File: config.mk
export PLATFORM = sky130hd
export DESIGN_NAME = sim_time_base
export DESIGN_NICKNAME = d
export VERILOG_FILES = /design/src/rtl/sim_time_pkg.sv /design/src/rtl/sim_time_wait_timer.sv /design/src/rtl/sim_time_base.sv
export SDC_FILE = /design/constraint.sdc
export NUM_CORES = 1
export LEC_CHECK = 0
export ABC_AREA = 1
export CAP_MARGIN = 10
export CORE_MARGIN = 2
export CORE_UTILIZATION = 32
export DETAILED_ROUTE_END_ITERATION = 6
export HOLD_SLACK_MARGIN = 0.08
export PLACE_DENSITY_LB_ADDON = 0.05
export SKIP_CTS_REPAIR_TIMING = 1
export SYNTH_ARGS = -nofsm -noshare
export SYNTH_HDL_FRONTEND = slang
export SYNTH_HIERARCHICAL = 1
export SYNTH_SLANG_ARGS = --single-unit
File: constraint.sdc
create_clock -name clk_i -period 1.86 [get_ports clk_i]
set_clock_uncertainty 0.05 [all_clocks]
set_input_delay 0.279 -clock clk_i [delete_from_list [all_inputs] [get_ports clk_i]]
set_output_delay 0.279 -clock clk_i [all_outputs]
set_load 0.005 [all_outputs]
File: src/rtl/sim_time_pkg.sv
// Shared types and helpers for the simulation time base.
package sim_time_pkg;

  typedef logic [63:0] sim_time_t;

  typedef enum logic [1:0] {
    IDLE,
    WAIT,
    DONE
  } wait_state_e;

  localparam sim_time_t PS_PER_SEC = 64'd1_000_000_000_000;

  // Clock period in ps for a given frequency in Hz (1 MHz -> 1_000_000 ps).
  function automatic sim_time_t freq2period(input sim_time_t freq_hz);
    return PS_PER_SEC / freq_hz;
  endfunction

endpackage

File: src/rtl/sim_time_wait_timer.sv
// One-shot wait timer: IDLE -> WAIT -> DONE -> IDLE.
// Optional macro SIM_TIME_ABS_WAIT_EN adds absolute-deadline waits.
module sim_time_wait_timer
  import sim_time_pkg::*;
#(
  parameter int unsigned TIME_W        = 64,
  parameter int unsigned CLK_PERIOD_PS = 1000
) (
  input  logic              clk_i,
  input  logic              rst_i,
`ifdef SIM_TIME_ABS_WAIT_EN
  input  logic [TIME_W-1:0] now_i,
  input  logic              wait_abs_i,
`endif
  input  logic              wait_req_i,
  input  logic [TIME_W-1:0] wait_time_i,
  output logic              wait_busy_o,
  output logic              wait_done_o
);

  localparam logic [TIME_W-1:0] PERIOD = TIME_W'(CLK_PERIOD_PS);

  wait_state_e       state_q, state_d;
  logic [TIME_W-1:0] rem_q, rem_d;
  logic              expire;
`ifdef SIM_TIME_ABS_WAIT_EN
  logic              abs_q, abs_d;
`endif

  // Expiry test for the current WAIT cycle.
  // Absolute waits compare against the time the next edge will publish, so DONE
  // coincides with the cycle in which now reaches the deadline.
  always_comb begin
`ifdef SIM_TIME_ABS_WAIT_EN
    expire = abs_q ? ((now_i + PERIOD) >= rem_q) : (rem_q <= PERIOD);
`else
    expire = (rem_q <= PERIOD);
`endif
  end

  // Next-state and Moore outputs.
  always_comb begin
    state_d     = state_q;
    rem_d       = rem_q;
`ifdef SIM_TIME_ABS_WAIT_EN
    abs_d       = abs_q;
`endif
    wait_busy_o = 1'b0;
    wait_done_o = 1'b0;
    case (state_q)
      IDLE: begin
        if (wait_req_i) begin
          rem_d   = wait_time_i;
`ifdef SIM_TIME_ABS_WAIT_EN
          abs_d   = wait_abs_i;
`endif
          state_d = WAIT;
        end
      end
      WAIT: begin
        wait_busy_o = 1'b1;
        if (expire) begin
          state_d = DONE;
        end else begin
`ifdef SIM_TIME_ABS_WAIT_EN
          if (!abs_q) rem_d = rem_q - PERIOD;
`else
          rem_d = rem_q - PERIOD;
`endif
        end
      end
      DONE: begin
        wait_done_o = 1'b1;
        state_d     = IDLE;
      end
      default: state_d = IDLE;
    endcase
  end

  // State and remaining/deadline registers.
  always_ff @(posedge clk_i) begin
    if (rst_i) begin
      state_q <= IDLE;
      rem_q   <= '0;
`ifdef SIM_TIME_ABS_WAIT_EN
      abs_q   <= 1'b0;
`endif
    end else begin
      state_q <= state_d;
      rem_q   <= rem_d;
`ifdef SIM_TIME_ABS_WAIT_EN
      abs_q   <= abs_d;
`endif
    end
  end

endmodule

File: src/rtl/sim_time_base.sv
// Clocked time base (cycles and ps) plus one-shot wait timer.
// Optional macro SIM_TIME_ABS_WAIT_EN adds port wait_abs_i for absolute deadlines.
module sim_time_base
  import sim_time_pkg::*;
#(
  parameter int unsigned TIME_W        = 64,
  parameter int unsigned CLK_PERIOD_PS = 1000
) (
  input  logic              clk_i,
  input  logic              rst_i,
  output logic [TIME_W-1:0] now_o,
  output logic [TIME_W-1:0] cycles_o,
  input  logic              wait_req_i,
  input  logic [TIME_W-1:0] wait_time_i,
`ifdef SIM_TIME_ABS_WAIT_EN
  input  logic              wait_abs_i,
`endif
  output logic              wait_busy_o,
  output logic              wait_done_o
);

  localparam logic [TIME_W-1:0] PERIOD = TIME_W'(CLK_PERIOD_PS);

  // Free-running counters; both wrap modulo 2^TIME_W.
  always_ff @(posedge clk_i) begin
    if (rst_i) begin
      now_o    <= '0;
      cycles_o <= '0;
    end else begin
      now_o    <= now_o + PERIOD;
      cycles_o <= cycles_o + 1'b1;
    end
  end

  sim_time_wait_timer #(
    .TIME_W        (TIME_W),
    .CLK_PERIOD_PS (CLK_PERIOD_PS)
  ) u_wait_timer (
    .clk_i       (clk_i),
    .rst_i       (rst_i),
`ifdef SIM_TIME_ABS_WAIT_EN
    .now_i       (now_o),
    .wait_abs_i  (wait_abs_i),
`endif
    .wait_req_i  (wait_req_i),
    .wait_time_i (wait_time_i),
    .wait_busy_o (wait_busy_o),
    .wait_done_o (wait_done_o)
  );

endmodule

# After elaboration in Yosys (flattened, before gate mapping)
# Cells that the tools add are included.
[word_totals]
in_bits = 67
elab_cells = 25
register_bits = 194
out_inout_bits = 130
[op_classes]
n_eq_ne = 5
muxes = 8
n_reduce_logical = 4
add_sub_neg = 3
order_cmp = 1
[ops]
columns = ["cell", "n"]
rows = [
  ["$mux W64", 2],
  ["$pmux W64 S2", 1],
  ["$add A64 B1 Y64 const B", 1],
  ["$add A64 B10 Y64 const B", 1],
  ["$le A64 B10 Y1 const B", 1],
  ["$sub A64 B10 Y64 const B", 1],
  ["$mux W2", 2],
  ["$ne A2 B2 Y1 const B", 2],
  ["$pmux W2 S2", 1],
  ["$reduce_and A3 Y1", 1],
  ["$eq A2 B1 Y1 const B", 1],
  ["$eq A2 B2 Y1 const B", 1],
  ["$logic_not A2 Y1", 1],
  ["$mux W1", 2],
  ["$ne A2 B1 Y1 const B", 1],
  ["$reduce_and A2 Y1", 1],
  ["$reduce_bool A2 Y1", 1],
]

# Logic depth before layout (Yosys ltp)
# Gate-level depths: netlist (run 1).
[logic_depth]
word_depth = 3
ltp_mapped = 13
ltp_nobuf = 13

# By module
# The synthesis (run 1) kept the hierarchy.
[by_module_without_submodules]
columns = ["module", "n_inst", "seq_area_each_um2", "area_per_inst_um2", "cells_per_inst"]
rows = [
  ["sim_time_base", 1, 2502.4, 7224.4, 1175],
  ["sim_time_wait_timer", 1, 1321.3, 4927.2, 878],
]

# Worst setup path before layout (run 1)
# OpenSTA, ideal clock, no wires.
[synth_timing]
kind = "flip-flop to flip-flop"
startpoint = "reg u_wait_timer.rem_q[28]"
endpoint = "reg u_wait_timer.rem_q[39]"
n_path_buf = 2
required_ns = 1.739
synth_period_minus_slack_ns = 1.664
arrival_time_ns = 1.543
path_slack_ns = 0.196
stages_incl_launch_ff = 12
setup_time_ns = 0.071
path_cell_list = "dfxtp_1 nor2_1 nand2_1 nor2_4 nand2_2 nor2_2 nand3_2 a21oi_2 buf_6 buf_8 nand2_1 a21oi_2"
[synth_between]
elab_chain_len = 3
elab_cells_between_ends = 6
cone_classes = "add/sub: 1; order compare: 1; eq/ne: 1; mux: 2; reduce/logical: 1"
[synth_lines]
columns = ["item", "line", "source"]
rows = [
  ["start, declared", "sim_time_wait_timer.sv:24", "logic [TIME_W-1:0] rem_q, rem_d;"],
  ["start signal, assigned", "sim_time_wait_timer.sv:90", "rem_q <= rem_d;"],
  ["$sub A64 B10 Y64 / $le A64 B10 Y1 (equally long branches)", "sim_time_wait_timer.sv:68, sim_time_wait_timer.sv:37", ""],
  ["$mux W64 / $ne A2 B2 Y1 (equally long branches)", "--", ""],
  ["$pmux W64 S2 / $reduce_and A3 Y1 (equally long branches)", "--", ""],
]
# Parallel ways exist; a longest one is shown, timed or not. The select of a mux whose other input is x is not followed.
# A chain may end at the register's enable or synchronous reset.

# Final worst setup path (run 1)
[layout_timing]
startpoint = "reg u_wait_timer.rem_q[56]"
endpoint = "reg u_wait_timer.rem_q[57]"
# Same word-level chain as after synthesis.

==> results of run 1 <==
==> per-layer routing <==
layer  global-route usage, %  share of wire [%]  vias up
li1                        -                  -     7244
met1                    31.2                 46     6383
met2                    39.7                 48      309
met3                    3.09                3.8       37
met4                    6.08                1.8        0
met5                       0                  0        -
==> critical path, stage by stage (launching register included) <==
cell and delay, ns:
dfxtp_1 0.35, nor2_2 0.13, nand2_1 0.10, nor2_2 0.17, nand2_2 0.09, nor2_4 0.12
nand3_4 0.11, a21oi_4 0.18, buf_12 0.16, buf_8 0.12, clkbuf_16 0.16, nand2_2 0.06
a21oi_2 0.12
==> cell usage after synthesis, types with 11 or more instances <==
master / count
a21oi_1: 104
a21oi_2: 14
clkbuf_1: 29
dfxtp_1: 191
inv_1: 167
nand2_1: 614
nand2_2: 26
nand3_1: 132
nand3b_1: 12
nand4_1: 32
nor2_1: 452
nor2_2: 23
nor2_4: 16
nor3_1: 11
o21ai_0: 103
or2_2: 19
xor2_1: 19
==> cell families after synthesis <==
family,share of synthesized area [%]
XOR/XNOR,1.95
adder cells (fa/ha/maj),0.309
other,0.0309
flip-flops,31.5
AND/OR/NAND/NOR,48.3
AO/OA/AOI/OAI,10.4
buffers and inverters,7.58
==> through the flow <==
stage                     setup WS, ns  hold WS, ns
after floorplan                  0.196        0.364
after global placement          -0.226        0.389
after detailed placement        -0.220        0.397
after CTS                       -0.357       0.0465
after global routing            -0.164        0.387
final                           -0.124        0.373
==> sequential cells by signal, indices dropped and copies added, names as in the netlist <==
name and count:
cycles_o 64, now_o 61, u_wait_timer/rem_q 64, u_wait_timer/state_q 2
==> final cells by class <==
| class | instances | area [um^2] | area share, % |
|---|---|---|---|
| multi-input combinational | 1637 | 8150 | 45.7 |
| sequential | 191 | 3910 | 21.9 |
| timing repair buffer | 406 | 3850 | 21.6 |
| inverter | 177 | 677 | 3.80 |
| tap | 511 | 639 | 3.59 |
| clock buffer | 17 | 425 | 2.39 |
| clock inverter | 15 | 189 | 1.06 |
==> power breakdown <==
| part | switching [mW] | internal (mW) | leakage [nW] |
|---|---|---|---|
| clock | 1.91 | 2.06 | 0.296 |
| combinational | 1.81 | 1.49 | 4.89 |
| sequential | 0.205 | 4.28 | 1.58 |
| total | 3.93 | 7.83 | 6.76 |
==> final timing paths <==
kind,depth (start not counted),from,endpoint,slack [ns]
max,12,u_wait_timer/rem_q[56]$_SDFFE_PP0P_,u_wait_timer/rem_q[57]$_SDFFE_PP0P_,-0.12
min,3,wait_time_i[0],u_wait_timer/rem_q[0]$_SDFFE_PP0P_,0.37
max reg2reg,12,u_wait_timer/rem_q[56]$_SDFFE_PP0P_,u_wait_timer/rem_q[57]$_SDFFE_PP0P_,-0.12
min reg2reg,2,u_wait_timer/rem_q[2]$_SDFFE_PP0P_,u_wait_timer/rem_q[2]$_SDFFE_PP0P_,0.41
==> run metrics, run 1 <==
status complete, but fails checks; failing checks negative setup slack; Top FF cell, synth dfxtp_1; most frequent cells in the layout nand2_1 (565), nor2_1 (368), clkdlybuf4s50_1 (190); Slew Limit Fails 0; Leak 6.76 nW; initial antenna violation count 0; Synth cell types 48; grt ovf 0; final core utilization 47.6%; commonest non-fill, non-tap cell in the layout nand2_1; total negative slack -1.66 ns; crit-path max FO 7; dpl hpwl 36.9 mm; Worst setup EP type flip-flop; CP Data Arrival Time 2.32 ns; H-Tree Level Count 4; Synth top area share 31.5%; PortBufs 193; total power 11.8 mW; Data required, critical path 2.20 ns; synthesized area per cell 5.92 um^2; register area share after synthesis 31.5%; Via Count 14.0k; final instance area 17800 um^2; Min Clock Period, post-route 1.98 ns; synthesized area 12200 um^2; yosys warns 6; type of the worst setup path flip-flop to flip-flop; Starting Density 32.4%; via/cell ratio 4.73; Synth area leader dfxtp_1; Final #Nets 2500; Cell Count, Final, Fillers Out 2954; io pins 197; global-route wire length before repair 71.7 mm; die height 199 um; DRC Markers 0; Tcrit/Tclk final 107%; CTS tree done; clock latency on the worst-skew pair 0.46 ns; crit start category flip-flop; Cells after Synth 2053; Total GRT Usage 23.4%; RSZ-0062 raised after global routing true; Pwr Density 659 nW/um^2; vias in the first global route 13.2k; final worst slack -0.124 ns; DR pass1 iterations 5; max-cap violations 0; Clock Path Buffers 2; dpl cells 2888; Synth Register Bits 191; hold crit path type input port to flip-flop; CTS Buf Count 17; Final setup viols 41; full die area 39500 um^2; Synth area leaders dfxtp_1 (31%), nand2_1 (19%), nor2_1 (14%), nand3_1 (5.4%), inv_1 (5.2%); Fmax 504 MHz; Rows 71; Die Width 199 um; Final Hold Violating Endpoints 0; DR iter-0 viols 840; Root Driver clkbuf_16; Placed Area 15900 um^2; GPL Wtd Cong 0.934; DRT Wirelength 47.1 mm; CORE AREA 37500 um^2; Layout Area Growth over Synthesis 46.8%; pin count of the biggest net entering global routing 72; Detail Route Antenna Nets 0; fill count 3968; clock sinks 191; EDFF count, synth 0; Worst-path clk slew 0.07 ns; share of cells above drive strength 1 23.7%; maximum vdd drop 0.674 mV; ANT cells 0; FFs w/ async S/R, synth 0%; WL/cell 16.0 um
Power figures use the tool's default switching activity.
==> inputs of run 2 (changes only) <==
- CORE_UTILIZATION: 32 -> 55
==> run metrics, run 2 (synthesis results as in run 1) <==
status complete, but fails checks; failing checks negative setup slack; DR iter-0 viols 1479; Final Hold Violating Endpoints 0; clock latency on the worst-skew pair 0.45 ns; Root Driver clkbuf_16; Metal-1 WL 17.3 mm; Via Count 15.3k; Logic pwr share 28.3%; vias in the first global route 14.1k; Final setup viols 61; Starting Density 55.9%; Rows 54; clock sinks 191; DR pass1 iterations 6; commonest non-fill, non-tap cell in the layout nand2_1; H-Tree Level Count 4; Data required, critical path 2.15 ns; met3 routed WL 3.96 mm; DRT Wirelength 45.2 mm; sw frac 34.8%; pin count of the biggest net entering global routing 74; max layer used met4; global-route wire length before repair 68.5 mm; grt ovf 0; Fin Hold WS 0.220 ns; Worst setup EP type flip-flop; Clk network pwr share 33.2%; via/cell ratio 5.65; die height 153 um; DR WL met2 21.8 mm; CP Data Arrival Time 2.36 ns; hold crit path type input port to flip-flop; Worst path slowest cell dfxtp_1; PortBufs 193; dpl cells 2653; ANT cells 0; final instance area 17200 um^2; dpl hpwl 33.0 mm; initial antenna violation count 0; max-cap violations 0; Worst path max stage delay 0.33 ns; most frequent cells in the layout nand2_1 (573), nor2_1 (387), clkdlybuf4s50_1 (191); Final #Nets 2489; Clock Path Buffers 2; final core utilization 79.1%; Worst R2R End u_wait_timer/rem_q[13]$_SDFFE_PP0P_; Pwr Density 674 nW/um^2; total power 11.6 mW; Leak 6.55 nW; Critical Path, Cell by Cell nor2_2 > nand2_2 > nor2_4 > nand2_2 > nor2_4 > buf_6 > nand3_4 > a21oi_4 > buf_4 > buf_4 > nor2_2 > nand2_1 > nand2_1; WL/cell 16.7 um; crit-path max FO 6; FF-to-FF Start u_wait_timer/rem_q[34]$_SDFFE_PP0P_; maximum vdd drop 0.649 mV; internal cell power 7.57 mW; io pins 197; final worst slack -0.215 ns; Cell Count, Final, Fillers Out 2712; CTS tree done; Worst-path clk slew 0.08 ns; P_sw 4.03 mW; Slew Limit Fails 0; RSZ-0062 raised after global routing true; Placed Area 15600 um^2; Min Clock Period, post-route 2.07 ns; full die area 23300 um^2; share of cells above drive strength 1 21.1%; total negative slack -8.06 ns; Die Width 153 um; Reg power frac 38.4%; crit path to u_wait_timer/rem_q[13]$_SDFFE_PP0P_; crit start category flip-flop; CORE AREA 21800 um^2; pre-CTS setup slack -0.231 ns; GPL Wtd Cong 1.01; Detail Route Antenna Nets 0; Tcrit/Tclk final 112%; Fmax 482 MHz; type of the worst setup path flip-flop to flip-flop; flop2flop setup slack -0.21 ns; worst slew pin tran 0.547 ns; DRC Markers 0; R2R cell count 13; Slew HR 63.5%; CTS Buf Count 17; CP startpoint u_wait_timer/rem_q[34]$_SDFFE_PP0P_; Total GRT Usage 35.7%; Layout Area Growth over Synthesis 41.6%; Largest regs cycles_o x64, u_wait_timer/rem_q x64, now_o x61
-- run 2: changes by cell type in the layout (fill, tap and decap cells not counted), sizes merged --
cell,delta
buf,-12
bufinv,-2
clkbuf,+1
clkdlybuf4s50,+1
clkinv,+6
clkinvlp,-2
dlygate4sd3,-1
dlymetal6s2s,-1
inv,-2
nor2,+1
-- run 2: power groups by stage --
stage                     clock network, mW  registers [mW]  logic, mW
after floorplan                           0            4.53       1.37
after global placement                    0            4.50       2.66
after detailed placement                  0            4.51       2.69
after CTS                              3.84            4.42       2.72
after global routing                   4.00            4.48       3.53
final                                  3.86            4.46       3.29
-- run 2: area by class of cell --
cell class              count  area (um^2)
clock inverters            15          193
well taps                 280          350
fillers                  1653         4540
inverters                 177          672
clock buffers              17          425
multi-input cells        1638         8040
flip-flops and latches    191         3850
repair buffers            394         3680
-- run 2: critical path, delay by kind of cell (launching register included) --
kind            cells  cell delay, ns
simple gates        9            0.91
flops               1            0.33
buf+inv             3            0.43
compound gates      1            0.25
-- run 2: how the worst min path moves through the flow --
stage / start / end / slack (ns) / depth (start not counted)
6_report: rst_i / u_wait_timer/rem_q[11]$_SDFFE_PP0P_ / 0.22 / 4
5_1_grt: rst_i / u_wait_timer/rem_q[22]$_SDFFE_PP0P_ / 0.24 / 4
4_1_cts: rst_i / u_wait_timer/rem_q[11]$_SDFFE_PP0P_ / 0.34 / 4
3_5_place_dp: u_wait_timer/rem_q[2]$_SDFFE_PP0P_ / u_wait_timer/rem_q[2]$_SDFFE_PP0P_ / 0.40 / 2
3_3_place_gp: u_wait_timer/rem_q[1]$_SDFFE_PP0P_ / u_wait_timer/rem_q[1]$_SDFFE_PP0P_ / 0.39 / 2
2_1_floorplan: wait_time_i[0] / u_wait_timer/rem_q[0]$_SDFFE_PP0P_ / 0.36 / 2
-- run 2: routing by layer --
metal  vias to the layer above  GRT usage (%)
li1                       7248              -
met1                      7009           43.8
met2                       887           62.4
met3                       182           5.63
met4                         0           14.9
met5                         -              0
